`config.mk`:
```
export PLATFORM = sky130hd
export DESIGN_NAME = player_mover
export DESIGN_NICKNAME = d
export VERILOG_FILES = /design/src/rtl/player_mover.sv
export SDC_FILE = /design/constraint.sdc
export NUM_CORES = 1
export LEC_CHECK = 0
export ABC_AREA = 1
export BUFFER_PORTS_ARGS = -buffer_cell sky130_fd_sc_hd__buf_2
export CORE_UTILIZATION = 42
export DETAILED_ROUTE_END_ITERATION = 10
export PLACE_DENSITY = 0.62
export SYNTH_ARGS = -nofsm -noshare
export SYNTH_HDL_FRONTEND = slang
export SYNTH_SLANG_ARGS = --single-unit
```
`constraint.sdc`:
```
create_clock -name CLOCK_50 -period 1.87 [get_ports CLOCK_50]
set_input_delay 0.4675 -clock CLOCK_50 [delete_from_list [all_inputs] [get_ports CLOCK_50]]
set_output_delay 0.4675 -clock CLOCK_50 [all_outputs]
set_load 0.01 [all_outputs]
```
`src/rtl/player_mover.sv`:
```
`default_nettype none
// ============================================================================
// Module : player_mover
// Steps a trail head one cell per tick, requests a pixel write at each new
// position and latches a crash on a wall or trail hit.
// Rev    : 1.0  initial release
// ============================================================================
module player_mover #(
  parameter logic [7:0] START_X  = 8'd40,
  parameter logic [6:0] START_Y  = 7'd60,
  parameter int         GRID_W   = 160,
  parameter int         GRID_H   = 120,
  parameter int         TICK_DIV = 3125000,
  parameter logic [2:0] COLOUR   = 3'b100
) (
  input  logic        CLOCK_50,
  input  logic        reset,
  input  logic        enable,
  input  logic [1:0]  direction,
  input  logic        collide,
  input  logic        draw_ready,
  output logic        draw_valid,
  output logic [7:0]  draw_x,
  output logic [6:0]  draw_y,
  output logic [2:0]  draw_colour,
  output logic        crashed,
  output logic [15:0] steps
);

  localparam int            TW        = $clog2(TICK_DIV);
  localparam logic [TW-1:0] TICK_LAST = TW'(TICK_DIV - 1);
  localparam logic [7:0]    X_MAX     = 8'(GRID_W - 1);
  localparam logic [6:0]    Y_MAX     = 7'(GRID_H - 1);

  typedef enum logic [1:0] {
    ST_IDLE      = 2'd0,
    ST_DRAW      = 2'd1,
    ST_WAIT_TICK = 2'd2,
    ST_DEAD      = 2'd3
  } state_t;

  state_t          state_q, state_d;
  logic [7:0]      x_q, x_d;
  logic [6:0]      y_q, y_d;
  logic [TW-1:0]   tick_q, tick_d;
  logic [15:0]     steps_q, steps_d;
  logic            crashed_q, crashed_d;

  logic [7:0]      next_x;
  logic [6:0]      next_y;
  logic            wall_hit;

  // Candidate head for the current heading; wall_hit flags a move off-grid.
  always_comb begin
    next_x   = x_q;
    next_y   = y_q;
    wall_hit = 1'b0;
    case (direction)
      2'b00: begin wall_hit = (y_q == 7'd0);  next_y = y_q - 7'd1; end
      2'b01: begin wall_hit = (x_q == X_MAX); next_x = x_q + 8'd1; end
      2'b10: begin wall_hit = (y_q == Y_MAX); next_y = y_q + 7'd1; end
      default: begin wall_hit = (x_q == 8'd0); next_x = x_q - 8'd1; end
    endcase
  end

  always_comb begin
    state_d   = state_q;
    x_d       = x_q;
    y_d       = y_q;
    tick_d    = tick_q;
    steps_d   = steps_q;
    crashed_d = crashed_q;
    case (state_q)
      ST_IDLE: begin
        if (enable) state_d = ST_DRAW;
      end
      ST_DRAW: begin
        if (collide) begin
          state_d   = ST_DEAD;
          crashed_d = 1'b1;
        end else if (draw_ready) begin
          state_d = ST_WAIT_TICK;
          tick_d  = '0;
        end
      end
      ST_WAIT_TICK: begin
        // Trail hit outranks the tick so a collision never advances the head.
        if (collide) begin
          state_d   = ST_DEAD;
          crashed_d = 1'b1;
        end else if (enable) begin
          if (tick_q == TICK_LAST) begin
            if (wall_hit) begin
              state_d   = ST_DEAD;
              crashed_d = 1'b1;
            end else begin
              state_d = ST_DRAW;
              x_d     = next_x;
              y_d     = next_y;
              if (steps_q != 16'hFFFF) steps_d = steps_q + 16'd1;
            end
          end else begin
            tick_d = tick_q + 1'b1;
          end
        end
      end
      default: ;
    endcase
  end

  always_ff @(posedge CLOCK_50) begin
    if (reset) begin
      state_q   <= ST_IDLE;
      x_q       <= START_X;
      y_q       <= START_Y;
      tick_q    <= '0;
      steps_q   <= '0;
      crashed_q <= 1'b0;
    end else begin
      state_q   <= state_d;
      x_q       <= x_d;
      y_q       <= y_d;
      tick_q    <= tick_d;
      steps_q   <= steps_d;
      crashed_q <= crashed_d;
    end
  end

  assign draw_valid  = (state_q == ST_DRAW);
  assign draw_x      = x_q;
  assign draw_y      = y_q;
  assign draw_colour = COLOUR;
  assign crashed     = crashed_q;
  assign steps       = steps_q;

endmodule
`default_nettype wire

```
# After elaboration in Yosys (flattened, before gate mapping)
# Cells that the tools add are included.
[word_totals]
ff_bits = 56
inputBits = 7
output_inout_bits = 36
wordCells = 71
[op_classes]
add_sub_neg = 6
n_eq_ne = 19
muxes = 23
n_bitwise = 3
n_reduce_logical = 14
[op_table]
columns = ["operator", "count"]
rows = [
  ["$mux 22", 5],
  ["$pmux 22 s2", 1],
  ["$reduce_and 6->1", 4],
  ["$add 22x1->22 const B", 1],
  ["$eq 22x22->1 const B", 1],
  ["$add 16x1->16 const B", 1],
  ["$ne 16x16->1 const B", 1],
  ["$pmux 8 s2", 1],
  ["$mux 2", 7],
  ["$ne 2x2->1 const B", 7],
  ["$pmux 7 s2", 1],
  ["$ne 3x3->1 const B", 4],
  ["$reduce_and 5->1", 2],
  ["$add 8x1->8 const B", 1],
  ["$eq 8x8->1 const B", 1],
  ["$logic_not 8->1", 1],
  ["$sub 8x1->8 const B", 1],
  ["$add 7x1->7 const B", 1],
  ["$eq 7x7->1 const B", 1],
  ["$logic_not 7->1", 1],
  ["$sub 7x1->7 const B", 1],
  ["$pmux 2 s3", 1],
  ["$mux 1", 5],
  ["$eq 2x1->1 const B", 2],
  ["other kinds (8)", 13],
]

# Logic depth before layout (Yosys ltp)
[logic_depth]
ltp_word = 7
ltp_mapped = 12
ltp_nobuf = 12

# Worst setup path before layout
# OpenSTA, ideal clock, no wires.
[synth_path]
path_type = "input-to-reg"
start = "input port direction[0]"
end = "register x_q[6], in the netlist draw_x[6]"
setup_time_ps = 113
t_arrival_ps = 1777
required_ps = 1757
slack_ps = -20
stages = 11
path_buffers = 1
path_cell_list = "buf_6 > nand2_2 > ha_1 > a21oi_1 > or2_2 > nand3_1 > nand2_1 > nand2_1 > nand3_1 > nand2_1 > nor2_1"
[synth_via]
elab_chain_cells = 4
elab_cells_between_ends = 9
classes_between = "eq/ne (2); mux (2); bitwise (2); reduce/logical (3)"
[synth_rtl]
columns = ["item", "line", "text"]
rows = [
  ["from (decl)", "19", "input logic [1:0] direction,"],
  ["$eq 2x2->1, or another cell as far along", "58", "case (direction)"],
  ["$pmux 1 s3 / $reduce_or 2->1 (equally long branches)", "n/a", ""],
  ["$not 1->1 (no source line)", "n/a", ""],
  ["$reduce_and 6->1 (no source line)", "n/a", ""],
  ["to (signal assigned)", "114", "x_q <= START_X;"],
  ["to (signal assigned)", "121", "x_q <= x_d;"],
  ["to (decl)", "43", "logic [7:0] x_q, x_d;"],
]
# Parallel ways exist; a longest one is shown, timed or not.
# A chain may end at the register's enable or synchronous reset.

# Worst setup path in the final report
[layout_path]
start = "register state_q[0]"
end = "register tick_q[19]"
[layout_via]
elab_chain_cells = 3
elab_cells_between_ends = 10
classes_between = "eq/ne (7); mux (1); reduce/logical (2)"
[layout_rtl]
columns = ["item", "line", "text"]
rows = [
  ["from (decl)", "42", "state_t state_q, state_d;"],
  ["from (signal assigned)", "120", "state_q <= state_d;"],
  ["$eq 2x2->1 / $eq 2x1->1 (equally long branches)", "73", "case (state_q)"],
  ["$ne 2x2->1 (no source line) / $reduce_bool 2->1 (equally long branches)", "n/a", ""],
  ["$reduce_and 6->1 (no source line)", "n/a", ""],
  ["to (signal assigned)", "123", "tick_q <= tick_d;"],
  ["to (decl)", "45", "logic [TW-1:0] tick_q, tick_d;"],
]
# Parallel ways exist; a longest one is shown, timed or not.

==> insert_results.sql <==
INSERT INTO impl_metrics (metric_group, metric, value, unit) VALUES
('status', 'run_status', 'completed', ''),
('floorplanning', 'dieArea', '0.0104', 'mm^2'),
('sta', 'worst_hold_slack', '0.360', 'ns'),
('logic_synthesis', 'area_of_the_mapped_netlist', '0.00419', 'mm^2'),
('global_routing', 'gr-total-overflow', '0', ''),
('logic_synthesis', 'postSynthRegisterBits', '56', ''),
('floorplanning', 'die_h', '102', 'um'),
('placed_design', 'port_buffers', '39', ''),
('final_layout', 'finish.cell_count_without_fillers', '877', ''),
('cts', 'cts_inserted_buffers', '5', ''),
('global_routing', 'grt_pass1_wl', '18.6', 'mm'),
('routing', 'vias', '4507', ''),
('routing', 'drtAntennaViolNets', '0', ''),
('sta', 'finalSetupViolCount', '0', ''),
('global_routing', 'antenna_violations_before_repair', '0', ''),
('cts', 'clk_path_buf_depth', '2', ''),
('sta', 'final_critical_path_setup_slack', '0.0985', 'ns'),
('power_and_ir_drop', 'power_density', '593', 'mW/mm^2'),
('logic_synthesis', 'synth-seq-area-share', '0.267', ''),
('floorplanning', 'floorplan.initialDensity', '0.431', ''),
('placed_design', 'preCtsSetupSlack', '-0.188', 'ns'),
('min_path', 'holdCritPathClass', 'in -> reg', ''),
('sta', 'maxSlewViolCount', '0', ''),
('final_layout', 'area_delta_synth_final', '21.5', '%'),
('routing', 'drc', '0', ''),
('logic_synthesis', 'count_of_distinct_cell_types_in_the_synthesized_netlist', '46', ''),
('logic_synthesis', 'postSynth.asyncResetShare', '0', ''),
('cts', 'tritoncts_clock_tree', 'built', ''),
('worst_setup_path', 'critical_path_arrival', '2.01', 'ns'),
('final_layout', 'final_net_count', '768', ''),
('worst_setup_path', 'worst_setup_path_end_kind', 'flip-flop', ''),
('worst_setup_path', 'crit_fanout', '9', ''),
('routing', 'wire_per_inst', '12.6', 'um'),
('global_routing', 'maximum_number_of_pins_on_one_net_before_global_route_repair', '37', ''),
('logic_synthesis', 'synth.avg_cell_area', '6.45', 'um^2'),
('cts', 'clkLatencyLatePin', '0.32', 'ns'),
('sta', 'hold_violation_total_from_the_final_report', '0', ''),
('cts', 'cts.clk_slew.worst_paths', '0.11', 'ns'),
('worst_setup_path', 'worstSetupStartpoint', 'state_q[0]', ''),
('placed_design', 'dp_hpwl', '8.29', 'mm'),
('worst_setup_path', 'worst_setup_path_start_kind', 'flip-flop', ''),
('sta', 'final.setup_skew', '0.0127', 'ns'),
('placed_design', 'post-place-cells', '864', ''),
('routing', 'detail_route.vias_per_cell', '5.14', ''),
('floorplanning', 'placeableCoreArea', '0.00973', 'mm^2'),
('worst_setup_path', 'critical_path_required', '2.11', 'ns'),
('final_layout', 'num_antenna_cells', '0', ''),
('flow_run', 'timing.max_cap.violations', '0', ''),
('sta', 'rsz0062_at_grt', 'true', ''),
('floorplanning', 'row_count', '36', ''),
('final_layout', 'post_route_cells_drive_above_1_share', '0.220', ''),
('floorplanning', 'fp.dieW', '102', 'um'),
('cts', 'cts.sink_count', '56', ''),
('final_layout', 'layout_common_cells', 'sky130_fd_sc_hd__nand2_1, sky130_fd_sc_hd__nor2_1, sky130_fd_sc_hd__buf_4', ''),
('sta', 'setup-tns-final', '0', 'ns'),
('cts', 'clockRootBuffer', 'sky130_fd_sc_hd__clkbuf_8', ''),
('routing', 'drt_wl_total', '11.1', 'mm'),
('logic_synthesis', 'synth_warnings', '0', ''),
('power_and_ir_drop', 'worst_ir_drop_vdd', '320', 'uV'),
('routing', 'drt_pass1_iterations', '4', ''),
('worst_setup_path', 'worst-setup-path-type', 'reg -> reg', ''),
('min_path', 'worst_hold_startpoint', 'reset', ''),
('sta', 'max_freq', '0.565', 'GHz'),
('global_routing', 'first_global_vias', '4070', ''),
('sta', 'final.period_utilization', '0.947', ''),
('logic_synthesis', 'synthesis.instances', '650', ''),
('cts', 'ctsHtreeMaxLevel', '2', ''),
('placed_design', 'gpl.final_weighted_congestion', '0.888', ''),
('power_and_ir_drop', 'power_leakage', '2.20', 'nW'),
('final_layout', 'leading_cell_type_in_the_layout_fill_and_taps_excluded', 'sky130_fd_sc_hd__nand2_1', ''),
('logic_synthesis', 'synth_flop_type', 'sky130_fd_sc_hd__dfxtp_1', ''),
('sta', 'finalWorstPathRequiredPeriod', '1.77', 'ns'),
('logic_synthesis', 'synth_edf_count', '0', ''),
('floorplanning', 'design.portCount', '43', ''),
('routing', 'drt_iter0_drc', '219', ''),
('worst_setup_path', 'r2r-start', 'state_q[0]', ''),
('global_routing', 'total_global_routing_track_utilization', '0.221', '');
==> layer usage <==
layer | global-route usage | part of all wire | up-vias
met4 | 0.0648 | 0.017 | 0
met1 | 0.295 | 0.46 | 2059
li1 | - | - | 2319
met3 | 0.0321 | 0.043 | 16
met2 | 0.371 | 0.48 | 113
met5 | 0 | 0 | -
==> state kept, by name, indices dropped and copies added (netlist names) <==
signal	count
state_q	2
steps	16
draw_y	7
draw_x	8
crashed	1
tick_q	22
==> logic make-up (layout without fill, tap and decap cells) <==
group           Yosys count  after routing  synth area share
compound gates           70             70            0.0907
xor+xnor                 19             19            0.0397
fa+ha+maj                18             18            0.0573
buf+inv                  83            175            0.0979
flops                    56             56             0.267
other cells               2              3           0.00179
simple gates            402            403             0.445
==> timing repair <==
action / CTS / global route
endpoints found under the setup margin: 16 / 38
pin swaps: 0 / 3
hold buffers: 0 / 0
cloned: 0 / 1
setup buffers: 0 / 4
resized for setup: 1 / 15
==> stage by stage <==
stage	area, um^2	utilization	total power [W]
6_report	5100	0.524	0.00302
5_1_grt	5100	0.524	0.00323
4_1_cts	5010	0.515	0.00294
3_5_place_dp	4920	0.506	0.00223
3_3_place_gp	4920	0.506	0.00221
2_1_floorplan	4240	-	0.00197
==> worst max-delay path: stages (launching register included) <==
cell and delay, ns:
sky130_fd_sc_hd__dfxtp_2 0.36, sky130_fd_sc_hd__inv_1 0.06, sky130_fd_sc_hd__ha_2 0.22, sky130_fd_sc_hd__nand2_2 0.09
sky130_fd_sc_hd__nand2_2 0.08, sky130_fd_sc_hd__a211oi_4 0.27, sky130_fd_sc_hd__nand2_4 0.14, sky130_fd_sc_hd__inv_6 0.12
sky130_fd_sc_hd__buf_12 0.13, sky130_fd_sc_hd__nand4_1 0.07, sky130_fd_sc_hd__a21oi_1 0.15
==> synth_stat cells, types with 4 or more instances <==
library cell               instances  share of area
sky130_fd_sc_hd__buf_8             4          0.014
sky130_fd_sc_hd__nand2_2           6         0.0090
sky130_fd_sc_hd__nand3_1          51          0.061
sky130_fd_sc_hd__nand2_1         185           0.17
sky130_fd_sc_hd__nor3_1            4         0.0048
sky130_fd_sc_hd__dfxtp_1          56           0.27
sky130_fd_sc_hd__inv_1            53          0.047
sky130_fd_sc_hd__ha_1             16          0.048
sky130_fd_sc_hd__clkbuf_1          5         0.0045
sky130_fd_sc_hd__xor2_1           12          0.025
sky130_fd_sc_hd__buf_6             5          0.013
sky130_fd_sc_hd__nand4_1          37          0.055
sky130_fd_sc_hd__nor2_1           90          0.081
sky130_fd_sc_hd__xnor2_1           7          0.015
sky130_fd_sc_hd__a21oi_1          50          0.060
sky130_fd_sc_hd__o21ai_0           6         0.0072
sky130_fd_sc_hd__nor2_2            6         0.0090
sky130_fd_sc_hd__inv_2             9         0.0081
==> power breakdown <==
group / total [W] / internal [W] / switching, W
Clock: 0.000692 / 0.000270 / 0.000422
Combinational: 0.00108 / 0.000416 / 0.000662
Sequential: 0.00125 / 0.00123 / 0.0000228
==> cell type report <==
cell class	count	area, um^2
Fill cell	1029	4630
Multi-Input combinational cell	513	2750
Sequential cell	56	1130
Timing Repair Buffer	104	728
Inverter	63	241
Tap cell	133	166
Clock buffer	7	76.3
Clock inverter	1	8.76
==> path summary, 6_finish.rpt <==
kind                endpoint  slack, ns  cells after the start
hold reg to reg    tick_q[8]       0.47                      2
hold / removal     draw_y[6]       0.36                      2
setup / recovery  tick_q[19]        0.1                     10
setup reg to reg  tick_q[19]        0.1                     10
No activity file was read; power rests on OpenSTA's default activity.
